<file path="src/rtl/id_ex_stage_pkg.sv">
// Shared core definitions for the ID/EX stage: control bundle layout,
// side-effect bubble constant and performance counter width.
package id_ex_stage_pkg;

  localparam int unsigned CTRL_ALU_OP_LSB   = 0;
  localparam int unsigned CTRL_ALU_OP_MSB   = 3;
  localparam int unsigned CTRL_ALU_SRC      = 4;
  localparam int unsigned CTRL_BRANCH       = 5;
  localparam int unsigned CTRL_JUMP         = 6;
  localparam int unsigned CTRL_MEM_SIZE_LSB = 7;
  localparam int unsigned CTRL_MEM_SIZE_MSB = 8;
  localparam int unsigned CTRL_MEM_UNSIGNED = 9;
  localparam int unsigned CTRL_WB_SEL_LSB   = 10;
  localparam int unsigned CTRL_WB_SEL_MSB   = 11;
  localparam int unsigned CTRL_BUNDLE_WIDTH = 12;

  localparam int unsigned CORE_CNT_WIDTH = 16;

  typedef struct packed {
    logic valid;
    logic reg_write;
    logic mem_read;
    logic mem_write;
  } side_ctrl_t;

  localparam side_ctrl_t CTRL_BUBBLE = '0;

endpackage

</file>
<file path="src/rtl/id_ex_stage_hazard_detect.sv">
// Combinational load-use detection against the instruction held in EX,
// and the resulting IF/ID freeze request.
module id_ex_stage_hazard_detect #(
  parameter int unsigned REG_ADDR_WIDTH = 5
) (
  input  logic                      i_ex_valid,
  input  logic                      i_ex_mem_read,
  input  logic [REG_ADDR_WIDTH-1:0] i_ex_rd_addr,
  input  logic                      i_id_valid,
  input  logic                      i_id_uses_rs1,
  input  logic                      i_id_uses_rs2,
  input  logic [REG_ADDR_WIDTH-1:0] i_id_rs1_addr,
  input  logic [REG_ADDR_WIDTH-1:0] i_id_rs2_addr,
  input  logic                      i_ex_branch_taken,
  input  logic                      i_mem_stall,
  output logic                      o_load_use,
  output logic                      o_stall_if_id
);

  logic w_rs1_hit;
  logic w_rs2_hit;

  always_comb begin
    w_rs1_hit = i_id_uses_rs1 && (i_id_rs1_addr == i_ex_rd_addr);
    w_rs2_hit = i_id_uses_rs2 && (i_id_rs2_addr == i_ex_rd_addr);
    o_load_use = i_ex_valid && i_ex_mem_read && (i_ex_rd_addr != '0) &&
                 i_id_valid && (w_rs1_hit || w_rs2_hit);
    // A taken branch discards the ID instruction, so never freeze on it.
    o_stall_if_id = !i_ex_branch_taken && (i_mem_stall || o_load_use);
  end

endmodule

</file>
<file path="src/rtl/id_ex_stage.sv">
// ID/EX pipeline register with load-use bubbling, branch flush, downstream
// hold and saturating stall/flush event counters.
module id_ex_stage
  import id_ex_stage_pkg::*;
#(
  parameter int unsigned REG_ADDR_WIDTH = 5,
  parameter int unsigned REG_WIDTH      = 32,
  parameter int unsigned CTRL_WIDTH     = CTRL_BUNDLE_WIDTH,
  parameter int unsigned CNT_WIDTH      = CORE_CNT_WIDTH
) (
  input  logic                      clk,
  input  logic                      rst_n,
  input  logic                      id_valid,
  input  logic [REG_WIDTH-1:0]      id_pc,
  input  logic [REG_ADDR_WIDTH-1:0] id_rs1_addr,
  input  logic [REG_ADDR_WIDTH-1:0] id_rs2_addr,
  input  logic [REG_ADDR_WIDTH-1:0] id_rd_addr,
  input  logic                      id_uses_rs1,
  input  logic                      id_uses_rs2,
  input  logic [REG_WIDTH-1:0]      id_rs1_data,
  input  logic [REG_WIDTH-1:0]      id_rs2_data,
  input  logic [REG_WIDTH-1:0]      id_imm,
  input  logic [CTRL_WIDTH-1:0]     id_ctrl,
  input  logic                      id_reg_write,
  input  logic                      id_mem_read,
  input  logic                      id_mem_write,
  input  logic                      ex_branch_taken,
  input  logic                      mem_stall,
  output logic                      ex_valid,
  output logic                      ex_reg_write,
  output logic                      ex_mem_read,
  output logic                      ex_mem_write,
  output logic [REG_WIDTH-1:0]      ex_pc,
  output logic [REG_WIDTH-1:0]      ex_rs1_data,
  output logic [REG_WIDTH-1:0]      ex_rs2_data,
  output logic [REG_WIDTH-1:0]      ex_imm,
  output logic [REG_ADDR_WIDTH-1:0] ex_rs1_addr,
  output logic [REG_ADDR_WIDTH-1:0] ex_rs2_addr,
  output logic [REG_ADDR_WIDTH-1:0] ex_rd_addr,
  output logic [CTRL_WIDTH-1:0]     ex_ctrl,
  output logic                      stall_if_id,
  output logic [CNT_WIDTH-1:0]      perf_stall_cnt,
  output logic [CNT_WIDTH-1:0]      perf_flush_cnt
);

  localparam logic [CNT_WIDTH-1:0] CNT_ONE = {{(CNT_WIDTH-1){1'b0}}, 1'b1};

  side_ctrl_t                r_side;
  logic [REG_WIDTH-1:0]      r_pc;
  logic [REG_WIDTH-1:0]      r_rs1_data;
  logic [REG_WIDTH-1:0]      r_rs2_data;
  logic [REG_WIDTH-1:0]      r_imm;
  logic [REG_ADDR_WIDTH-1:0] r_rs1_addr;
  logic [REG_ADDR_WIDTH-1:0] r_rs2_addr;
  logic [REG_ADDR_WIDTH-1:0] r_rd_addr;
  logic [CTRL_WIDTH-1:0]     r_ctrl;
  logic [CNT_WIDTH-1:0]      r_stall_cnt;
  logic [CNT_WIDTH-1:0]      r_flush_cnt;

  logic w_load_use;
  logic w_stall_if_id;
  logic w_bubble;
  logic w_load;
  logic w_stall_evt;
  logic w_flush_evt;

  id_ex_stage_hazard_detect #(
    .REG_ADDR_WIDTH(REG_ADDR_WIDTH)
  ) u_hazard_detect (
    .i_ex_valid       (r_side.valid),
    .i_ex_mem_read    (r_side.mem_read),
    .i_ex_rd_addr     (r_rd_addr),
    .i_id_valid       (id_valid),
    .i_id_uses_rs1    (id_uses_rs1),
    .i_id_uses_rs2    (id_uses_rs2),
    .i_id_rs1_addr    (id_rs1_addr),
    .i_id_rs2_addr    (id_rs2_addr),
    .i_ex_branch_taken(ex_branch_taken),
    .i_mem_stall      (mem_stall),
    .o_load_use       (w_load_use),
    .o_stall_if_id    (w_stall_if_id)
  );

  // Flush outranks hold; a load-use bubble only applies when not held.
  always_comb begin
    w_stall_evt = !ex_branch_taken && !mem_stall && w_load_use;
    w_flush_evt = ex_branch_taken && id_valid;
    w_bubble    = ex_branch_taken || w_stall_evt;
    w_load      = !ex_branch_taken && !mem_stall && !w_load_use;
  end

  always_ff @(posedge clk or negedge rst_n) begin
    if (!rst_n) begin
      r_side     <= CTRL_BUBBLE;
      r_pc       <= '0;
      r_rs1_data <= '0;
      r_rs2_data <= '0;
      r_imm      <= '0;
      r_rs1_addr <= '0;
      r_rs2_addr <= '0;
      r_rd_addr  <= '0;
      r_ctrl     <= '0;
    end else if (w_bubble) begin
      r_side     <= CTRL_BUBBLE;
      r_pc       <= '0;
      r_rs1_data <= '0;
      r_rs2_data <= '0;
      r_imm      <= '0;
      r_rs1_addr <= '0;
      r_rs2_addr <= '0;
      r_rd_addr  <= '0;
      r_ctrl     <= '0;
    end else if (w_load) begin
      r_side.valid     <= id_valid;
      r_side.reg_write <= id_valid && id_reg_write;
      r_side.mem_read  <= id_valid && id_mem_read;
      r_side.mem_write <= id_valid && id_mem_write;
      r_pc             <= id_pc;
      r_rs1_data       <= id_rs1_data;
      r_rs2_data       <= id_rs2_data;
      r_imm            <= id_imm;
      r_rs1_addr       <= id_rs1_addr;
      r_rs2_addr       <= id_rs2_addr;
      r_rd_addr        <= id_rd_addr;
      r_ctrl           <= id_valid ? id_ctrl : '0;
    end
  end

  always_ff @(posedge clk or negedge rst_n) begin
    if (!rst_n) begin
      r_stall_cnt <= '0;
      r_flush_cnt <= '0;
    end else begin
      if (w_stall_evt && (r_stall_cnt != '1)) begin
        r_stall_cnt <= r_stall_cnt + CNT_ONE;
      end
      if (w_flush_evt && (r_flush_cnt != '1)) begin
        r_flush_cnt <= r_flush_cnt + CNT_ONE;
      end
    end
  end

  assign ex_valid       = r_side.valid;
  assign ex_reg_write   = r_side.reg_write;
  assign ex_mem_read    = r_side.mem_read;
  assign ex_mem_write   = r_side.mem_write;
  assign ex_pc          = r_pc;
  assign ex_rs1_data    = r_rs1_data;
  assign ex_rs2_data    = r_rs2_data;
  assign ex_imm         = r_imm;
  assign ex_rs1_addr    = r_rs1_addr;
  assign ex_rs2_addr    = r_rs2_addr;
  assign ex_rd_addr     = r_rd_addr;
  assign ex_ctrl        = r_ctrl;
  assign stall_if_id    = w_stall_if_id;
  assign perf_stall_cnt = r_stall_cnt;
  assign perf_flush_cnt = r_flush_cnt;

endmodule

</file>
<file path="config.mk">
export PLATFORM = sky130hd
export DESIGN_NAME = id_ex_stage
export DESIGN_NICKNAME = d
export VERILOG_FILES = /design/src/rtl/id_ex_stage_pkg.sv /design/src/rtl/id_ex_stage_hazard_detect.sv /design/src/rtl/id_ex_stage.sv
export SDC_FILE = /design/constraint.sdc
export NUM_CORES = 1
export LEC_CHECK = 0
export ABC_AREA = 1
export CAP_MARGIN = 25
export CORE_MARGIN = 1
export CORE_UTILIZATION = 43
export CTS_CLUSTER_DIAMETER = 50
export DETAILED_ROUTE_END_ITERATION = 7
export DONT_BUFFER_PORTS = 1
export GPL_ROUTABILITY_DRIVEN = 0
export PLACE_DENSITY_LB_ADDON = 0.3
export SYNTH_ARGS = -nofsm -noshare
export SYNTH_HDL_FRONTEND = slang
export SYNTH_SLANG_ARGS = --single-unit
</file>
<file path="constraint.sdc">
create_clock -name clk -period 1.6 [get_ports clk]
set_input_delay 0.4 -clock clk [delete_from_list [all_inputs] [get_ports clk]]
set_output_delay 0.4 -clock clk [all_outputs]
set_load 0.01 [all_outputs]
</file>
* Word level (Yosys, flattened, before mapping)
Index checks and enable logic that the tools add are counted.
** Operators by class
- Equal/unequal tests :: 4
- Reduce and logical (&&, ||, !) cells :: 24
- Add/subtract/negate cells :: 2
- Mux-type cells :: 19
** Operators with widths (number)
- 32-bit 2-to-1 mux :: 8
- 12-bit 2-to-1 mux :: 3
- 16-bit by 1-bit adder with 16-bit output (second input constant) :: 2
- 16-bit inequality test (second input constant) :: 2
- 5-bit 2-to-1 mux :: 6
- 1-bit logical AND :: 16
- 5-bit == test :: 2
- 4-bit 2-to-1 mux :: 2
- 5-bit nonzero test :: 1
- 1-bit zero test :: 3
- 1-bit logical OR :: 3
- 2-bit nonzero test :: 1
** Storage, ports and cells
- Logic and storage cells :: 63
- Register bits :: 191
- Input port bits :: 165
- Output and inout bits :: 192

* Logic depth before layout (Yosys ltp)
- Depth after elaboration :: 8
- Depth in mapped cells :: 11
- Depth with buffers taken out :: 9

* Hierarchy
Synthesis repeated with hierarchy kept, for this count alone.
** Unflattened totals
- Cells, all modules :: 766
- Area total of the unflattened synthesis :: 8142.8 µm²
** By module, submodules not included
- id_ex_stage :: times used 1, sequential area each 4779.6 µm², cells an instance 705, area an instance 7898.8 µm²
- id_ex_stage_hazard_detect :: times used 1, sequential area each 0.0 µm², cells an instance 61, area an instance 244.0 µm²

* Least setup slack after synthesis
Ideal clock, no wire load.
- Path type :: flip-flop to output port
- Start point :: register r_rd_addr[3], in the netlist ex_rd_addr[3]
- End point :: output port stall_if_id
- Cell stages (with the launch flop) :: 10
- Arrival :: 1.413 ns
- Data required time :: 1.200 ns
- Setup slack :: -0.213 ns
- Buffers on the path :: 1
- Cell sequence :: dfrtp_1 -> inv_1 -> nand2_1 -> nand2_1 -> nor2_1 -> nand3_1 -> nand2_1 -> nand2_2 -> buf_2 -> o21ai_0
** On the way
- Cells in the longest elaborated chain, start to end :: 6
- Elaborated cells on any way between the ends :: 11
- Those cells by class :: 2 x eq/ne; 9 x reduce/logical
** Ends and longest elaborated chain
- start, declared :: line id_ex_stage.sv:55 : logic [REG_ADDR_WIDTH-1:0] r_rd_addr;
- start signal, assigned :: line id_ex_stage.sv:124 : r_rd_addr <= id_rd_addr;
- 5-bit == test, or another cell as far along :: line id_ex_stage_hazard_detect.sv:24 : w_rs1_hit = i_id_uses_rs1 && (i_id_rs1_addr == i_ex_rd_addr);
- 1-bit logical AND (on tied branches) :: line id_ex_stage_hazard_detect.sv:24, id_ex_stage_hazard_detect.sv:25, id_ex_stage_hazard_detect.sv:26
- 1-bit logical OR / 1-bit logical AND (equally long branches) :: line id_ex_stage_hazard_detect.sv:27, id_ex_stage_hazard_detect.sv:26
- 1-bit logical AND * :: line id_ex_stage_hazard_detect.sv:27 : i_id_valid && (w_rs1_hit || w_rs2_hit);
- 1-bit logical OR * :: line id_ex_stage_hazard_detect.sv:29 : o_stall_if_id = !i_ex_branch_taken && (i_mem_stall || o_load_use);
- 1-bit logical AND * :: line id_ex_stage_hazard_detect.sv:29
- end, declared :: line id_ex_stage.sv:41 : output logic stall_if_id,
Every way passes the cells marked *; elsewhere a longest branch is shown, timed or not.

* Worst setup path after layout
Ends and elaborated chain as after synthesis.

==> impl_metrics.py <==
metrics = {
    "route": {
        "drt-pass1-iter-count": 5,
        "initialDrtViolationCount": 570,
        "vias_per_cell": 5.35,
        "wl_per_cell_um": 20.7,
        "drt-total-wl_mm": 27.2,
        "vias": 7031,
        "drc": 0,
        "ant_nets": 0,
    },
    "timing": {
        "drv_slew": 0,
        "finalClockSkew_ns": 0.0179,
        "min_period_ns": 1.99,
        "fin_tns_setup_ns": -36.16,
        "grt_setup_unrepaired": "true",
        "hold_ws_ns": -0.349,
        "worstMarginPinSlew_ns": 0.361,
        "hold_violations": 191,
        "max_freq_mhz": 502,
        "setup_ws_ns": -0.393,
        "slew-limit-headroom": 0.759,
        "finalSetupViolations": 176,
        "period_share": 1.25,
    },
    "critical_path": {
        "cpLargestDelayFamily": "simple AND/OR/NAND/NOR gates",
        "r2r_end": "ex_ctrl[2]$_DFFE_PN0P_",
        "crit_top_cell": "nand2_1",
        "crit_type": "register to output port",
        "critPathRequiredTime_ns": 1.20,
        "critPathCaptureType": "output port",
        "path_max_fanout": 4,
        "r2r_cells": 13,
        "slowest_delay_ns": 0.41,
        "cpMaxStageDelayCell": "dfrtp_1",
        "cp_num_buf_inv": 1,
        "crit_end": "stall_if_id",
        "reg2reg_from": "ex_rd_addr[3]$_DFFE_PN0P_",
        "crit_chain": "inv_2 > nand2_1 > nand2_1 > nor2_1 > nand3_1 > nand2_2 > nand2_4 > o21ai_4",
        "start_kind": "register",
        "path_depth": 8,
        "worstPathArrival_ns": 1.59,
        "cp-startpoint": "ex_rd_addr[3]$_DFFE_PN0P_",
        "r2r_setup_slack_ns": -0.26,
    },
    "yosys": {
        "synth.yosys.warnings": 0,
        "synth_top_cell_by_area": "dfrtp_1",
        "ys_ff_latch": 191,
        "yosysTopAreaCellShare": 0.574,
        "syn_area_um2": 8320,
        "ys_seq_area_frac": 0.574,
        "ys_top_cells_by_area": "dfrtp_1 (57%), nand2_1 (17%), nand3_1 (9.0%), inv_1 (2.1%), xor2_1 (1.9%)",
        "syn-num-nets": 1141,
        "syn_inst": 974,
        "syn_area_per_cell_um2": 8.54,
        "synth.distinct_cells": 24,
    },
    "global_routing": {
        "grt_pass1_wl_mm": 36.1,
        "grt_max_degree": 192,
        "grt_pass1_vias": 6629,
        "grt_overflow_total": 0,
        "grt.total_usage": 0.240,
        "antenna_found_initial": 0,
    },
    "die": {
        "start_util": 0.442,
        "io_pins": 357,
        "die_w_um": 141,
        "die_h_um": 141,
        "die_area_um2": 19900,
        "core-area_um2": 18800,
        "rows": 50,
    },
    "cells_and_area": {
        "nFillCells": 1614,
        "antenna_cells": 0,
        "final_cells": 1313,
        "layout_common_cells": "nand2_1 (373), dfrtp_1 (189), nand3_2 (97)",
        "drive_gt1_frac": 0.275,
        "nNetsFinal": 1207,
        "syn_to_final_growth_pct": 33.4,
        "final_common_cell": "nand2_1",
    },
    "worst_hold_path": {
        "min_path_type": "input pin to asynchronous set/reset pin",
    },
    "place": {
        "dp_hpwl_mm": 16.8,
        "place_ws_ns": -0.0250,
        "port_buffers": 0,
        "dp.cells": 1236,
    },
    "power_and_ir_drop": {
        "pwr-share-seq": 0.503,
        "power_switching_mw": 3.04,
        "power_mw": 11.0,
        "clkPwrFrac": 0.397,
        "power_density_nw_per_um2": 989,
        "leakagePower_nw": 5.56,
        "p_int_mw": 7.94,
        "combPwrFrac": 0.101,
        "switching_share": 0.277,
        "peakVddDrop_mv": 0.738,
    },
    "clock_network": {
        "cts.path.max_buffers": 2,
        "htree_levels": 4,
        "numCtsBuffers": 17,
        "clk_latency_ns": 0.43,
        "clk_pin_slew_ns": 0.08,
        "cts_tree": "done",
        "clock-sinks": 191,
        "cts-root-buf": "clkbuf_16",
    },
    "run_status": {
        "violations": "negative hold slack, negative setup slack",
        "status": "finished, violations left",
    },
    "flow_run": {
        "drv_cap": 0,
    },
}
[worst register-to-register path, delay by kind of cell (launching register included)]
kind	cells	cell delay [ns]
AND/OR/NAND/NOR	8	0.67
buffers and inverters	5	0.66
flip-flops	1	0.41
[sequential cells by signal, summed over array words and instances, names as in the netlist, 5 cells and up]
register        cells
ex_imm             32
ex_rs2_data        32
ex_rd_addr          5
ex_rs1_data        32
ex_rs1_addr         5
ex_pc              32
ex_ctrl            12
ex_rs2_addr         5
perf_flush_cnt     16
perf_stall_cnt     16
[cells by family (layout without fill, tap and decap cells)]
kind of cell	count (synthesis)	in the layout	share of synthesized area
fa+ha+maj	2	2	0.00301
buf+inv	105	183	0.0595
compound gates	35	35	0.0229
simple gates	613	614	0.311
flops	191	191	0.574
xor+xnor	28	28	0.0295
[final cells by class]
cell class              instances  area (um2)  share of cell area
repair buffers                101        1370               0.124
clock buffers                  20         467              0.0421
clock inverters                12         143              0.0129
flip-flops and latches        191        4780               0.431
multi-input cells             679        3820               0.344
inverters                      50         188              0.0169
well taps                     260         325              0.0293
[power by group through the flow]
stage	Combinational [mW]	Sequential, mW	Clock (mW)
6_report	1.10	5.52	4.36
5_1_grt	1.20	5.55	4.63
4_1_cts	0.950	5.50	4.45
3_5_place_dp	0.884	5.58	0
3_3_place_gp	0.863	5.58	0
2_1_floorplan	0.480	5.56	0
[how the worst min path moves through the flow]
stage,to,slack [ns],cells after the start
after floorplan,ex_ctrl[0]$_DFFE_PN0P_,0.10,0
after global placement,ex_rs1_data[31]$_DFFE_PN0P_,0.11,0
after detailed placement,ex_rs1_data[31]$_DFFE_PN0P_,0.11,0
after CTS,ex_rs1_data[31]$_DFFE_PN0P_,-0.36,0
after global routing,ex_pc[0]$_DFFE_PN0P_,-0.37,0
final,ex_rs2_data[31]$_DFFE_PN0P_,-0.35,0
[through the flow]
step / utilization / cell area [um2]
after floorplan: - / 8350
after global placement: 0.475 / 8940
after detailed placement: 0.475 / 8940
after CTS: 0.514 / 9680
after global routing: 0.589 / 11100
final: 0.589 / 11100
[routing by layer]
metal | vias up | part of all wire | track usage
met1 | 3354 | 0.37 | 0.260
met4 | 0 | 0.038 | 0.110
met5 | - | 0 | 0
li1 | 3254 | - | -
met3 | 59 | 0.10 | 0.111
met2 | 364 | 0.49 | 0.400
[timing repair]
item	CTS	global route
gates resized for setup	13	182
pin swaps	10	19
hold endpoints to repair	191	191
buffers inserted	9	8
endpoints found under the setup margin	14	192
gates cloned	1	27
[synthesized netlist by cell type, drive strengths merged]
| cell type | count |
|---|---|
| ha | 2 |
| dfrtp | 191 |
| nand2 | 389 |
| inv | 50 |
| xor2 | 18 |
| xnor2 | 10 |
| nor3 | 7 |
| buf | 35 |
| clkbuf | 20 |
| o21ai | 35 |
| nand4 | 22 |
| nand3 | 152 |
| nor2 | 43 |
(Power assumes the default switching activity.)
==> RTL change: new RTL, config.mk and constraints unchanged <==
`REG_ADDR_WIDTH` is set to 5 in 2 places; all go to 3.
--- a/src/rtl/id_ex_stage_hazard_detect.sv
+++ b/src/rtl/id_ex_stage_hazard_detect.sv
@@ -1,7 +1,7 @@
 // Combinational load-use detection against the instruction held in EX,
 // and the resulting IF/ID freeze request.
 module id_ex_stage_hazard_detect #(
-  parameter int unsigned REG_ADDR_WIDTH = 5
+  parameter int unsigned REG_ADDR_WIDTH = 3
 ) (
   input  logic                      i_ex_valid,
   input  logic                      i_ex_mem_read,
--- a/src/rtl/id_ex_stage.sv
+++ b/src/rtl/id_ex_stage.sv
@@ -3,7 +3,7 @@
 module id_ex_stage
   import id_ex_stage_pkg::*;
 #(
-  parameter int unsigned REG_ADDR_WIDTH = 5,
+  parameter int unsigned REG_ADDR_WIDTH = 3,
   parameter int unsigned REG_WIDTH      = 32,
   parameter int unsigned CTRL_WIDTH     = CTRL_BUNDLE_WIDTH,
   parameter int unsigned CNT_WIDTH      = CORE_CNT_WIDTH
Interface: changed (6 resized); port bits go from 357 to 345. The function was not compared with the original's and may differ.
==> RTL change against the original RTL <==
The run ends with DRC, hold timing, setup timing left; wire length is 19% lower; die area is 3.1% lower; worst setup slack better by 0.068 ns; final area is 15% lower; largest cell class unchanged; area after synthesis is 3.2% lower; power is 6.0% lower; sequential cell count is 6 lower; register-to-register slack better by 0.14 ns; global-route usage is 1.3 points lower.
==> RTL change: results <==
[logic_synthesis]
ys_seq_area_frac = 0.575
synth_commonest_cells = "nand2_1, dfrtp_1, nand3_1"
synthAdderAreaFrac = 0.00311
synthDistinctLibCells = 23
ys_warn_count = 0
synth_xor_area_frac = 0.0272
synth_compound_area_frac = 0.0107
postSynthAreaPerCell_um2 = 8.55
synthTopCellsByArea = "dfrtp_1, nand2_1, nand3_1"

[routing]
vias_per_cell = 5.27
wirelength_um = 22100
drcViolationCount = 19
wl_per_cell_um = 18.1
drt_iter0_markers = 394
first_pass_iters = 8

[clock_network]
cts-root-buf = "clkbuf_16"
cts_setup_buffers = 3
htree_levels = 4
post_cts_resized = 2
cts.clk_slew.worst_paths_ns = 0.08

[power_and_ir_drop]
leakage_nw = 5.03
p_comb_frac = 0.080
power_density_nw_per_um2 = 1090
clock_power_share = 0.408
max-vdd-ir-drop_mv = 0.644
p_sw_mw = 2.90

[worst_setup_path]
path_delay_family = "simple AND/OR/NAND/NOR gates"
reg2reg_depth = 12
arrival_ns = 1.53
rr_endpoint = "ex_imm[23]"
path_max_fanout = 4
reg2reg_from = "ex_rd_addr[1]"
slowest_delay_ns = 0.41
slowest_stage = "dfrtp_1"
rrSetupSlack_ns = -0.12

[global_route]
grt_max_degree = 186
grt_pass1_wl_um = 34100
grt_use_total = 0.227
grt_pass1_vias = 6125

[placed_design]
place_ws_ns = 0.0310
place_inst = 1183
post_dp_cell_area_um2 = 8700
io_buffers = 0
hpwlAfterDp_um = 15200

[finish]
n_antenna_cell = 0
nets = 1142
drive_above_1_share = 0.124

[sta]
fin_ws_ns = -0.325
setup_violations = 137
worst_pin_slew_ns = 0.419
skew_ns = 0.0151
fin_setup_tns_ns = -5.72
fin_hold_ws_ns = -0.341
hold_violations = 185

[outcome]
violations = "DRC, hold timing, setup timing"
status = "finished, violations left"

[run]
max_cap_violations = 0

[worst_hold_path]
holdCritPathClass = "input port to asynchronous set/reset pin"
RTL change: cell type report:
type / count / area (um2)
fillers: 1665 / 8700
flip-flops and latches: 185 / 4630
multi-input cells: 673 / 3050
repair buffers: 73 / 766
clock buffers: 17 / 425
well taps: 229 / 287
clock inverters: 15 / 169
inverters: 31 / 116
RTL change: how the worst max path moves through the flow:
stage	start	to	slack (ns)	depth (start not counted)
after CTS	ex_rd_addr[2]	stall_if_id	-0.38	8
after detailed placement	ex_rd_addr[1]	ex_pc[29]	0.03	11
after global placement	ex_rd_addr[1]	stall_if_id	0.08	8
final	ex_rd_addr[1]	stall_if_id	-0.33	8
after floorplan	ex_rd_addr[1]	stall_if_id	0.002	9
after global routing	ex_rd_addr[1]	stall_if_id	-0.45	8
RTL change: routing by layer:
metal	vias up	global-route usage	share of wire
li1	3076	-	-
met5	-	0	0
met2	263	0.367	0.49
met4	0	0.0789	0.021
met1	3071	0.285	0.41
met3	35	0.0753	0.083
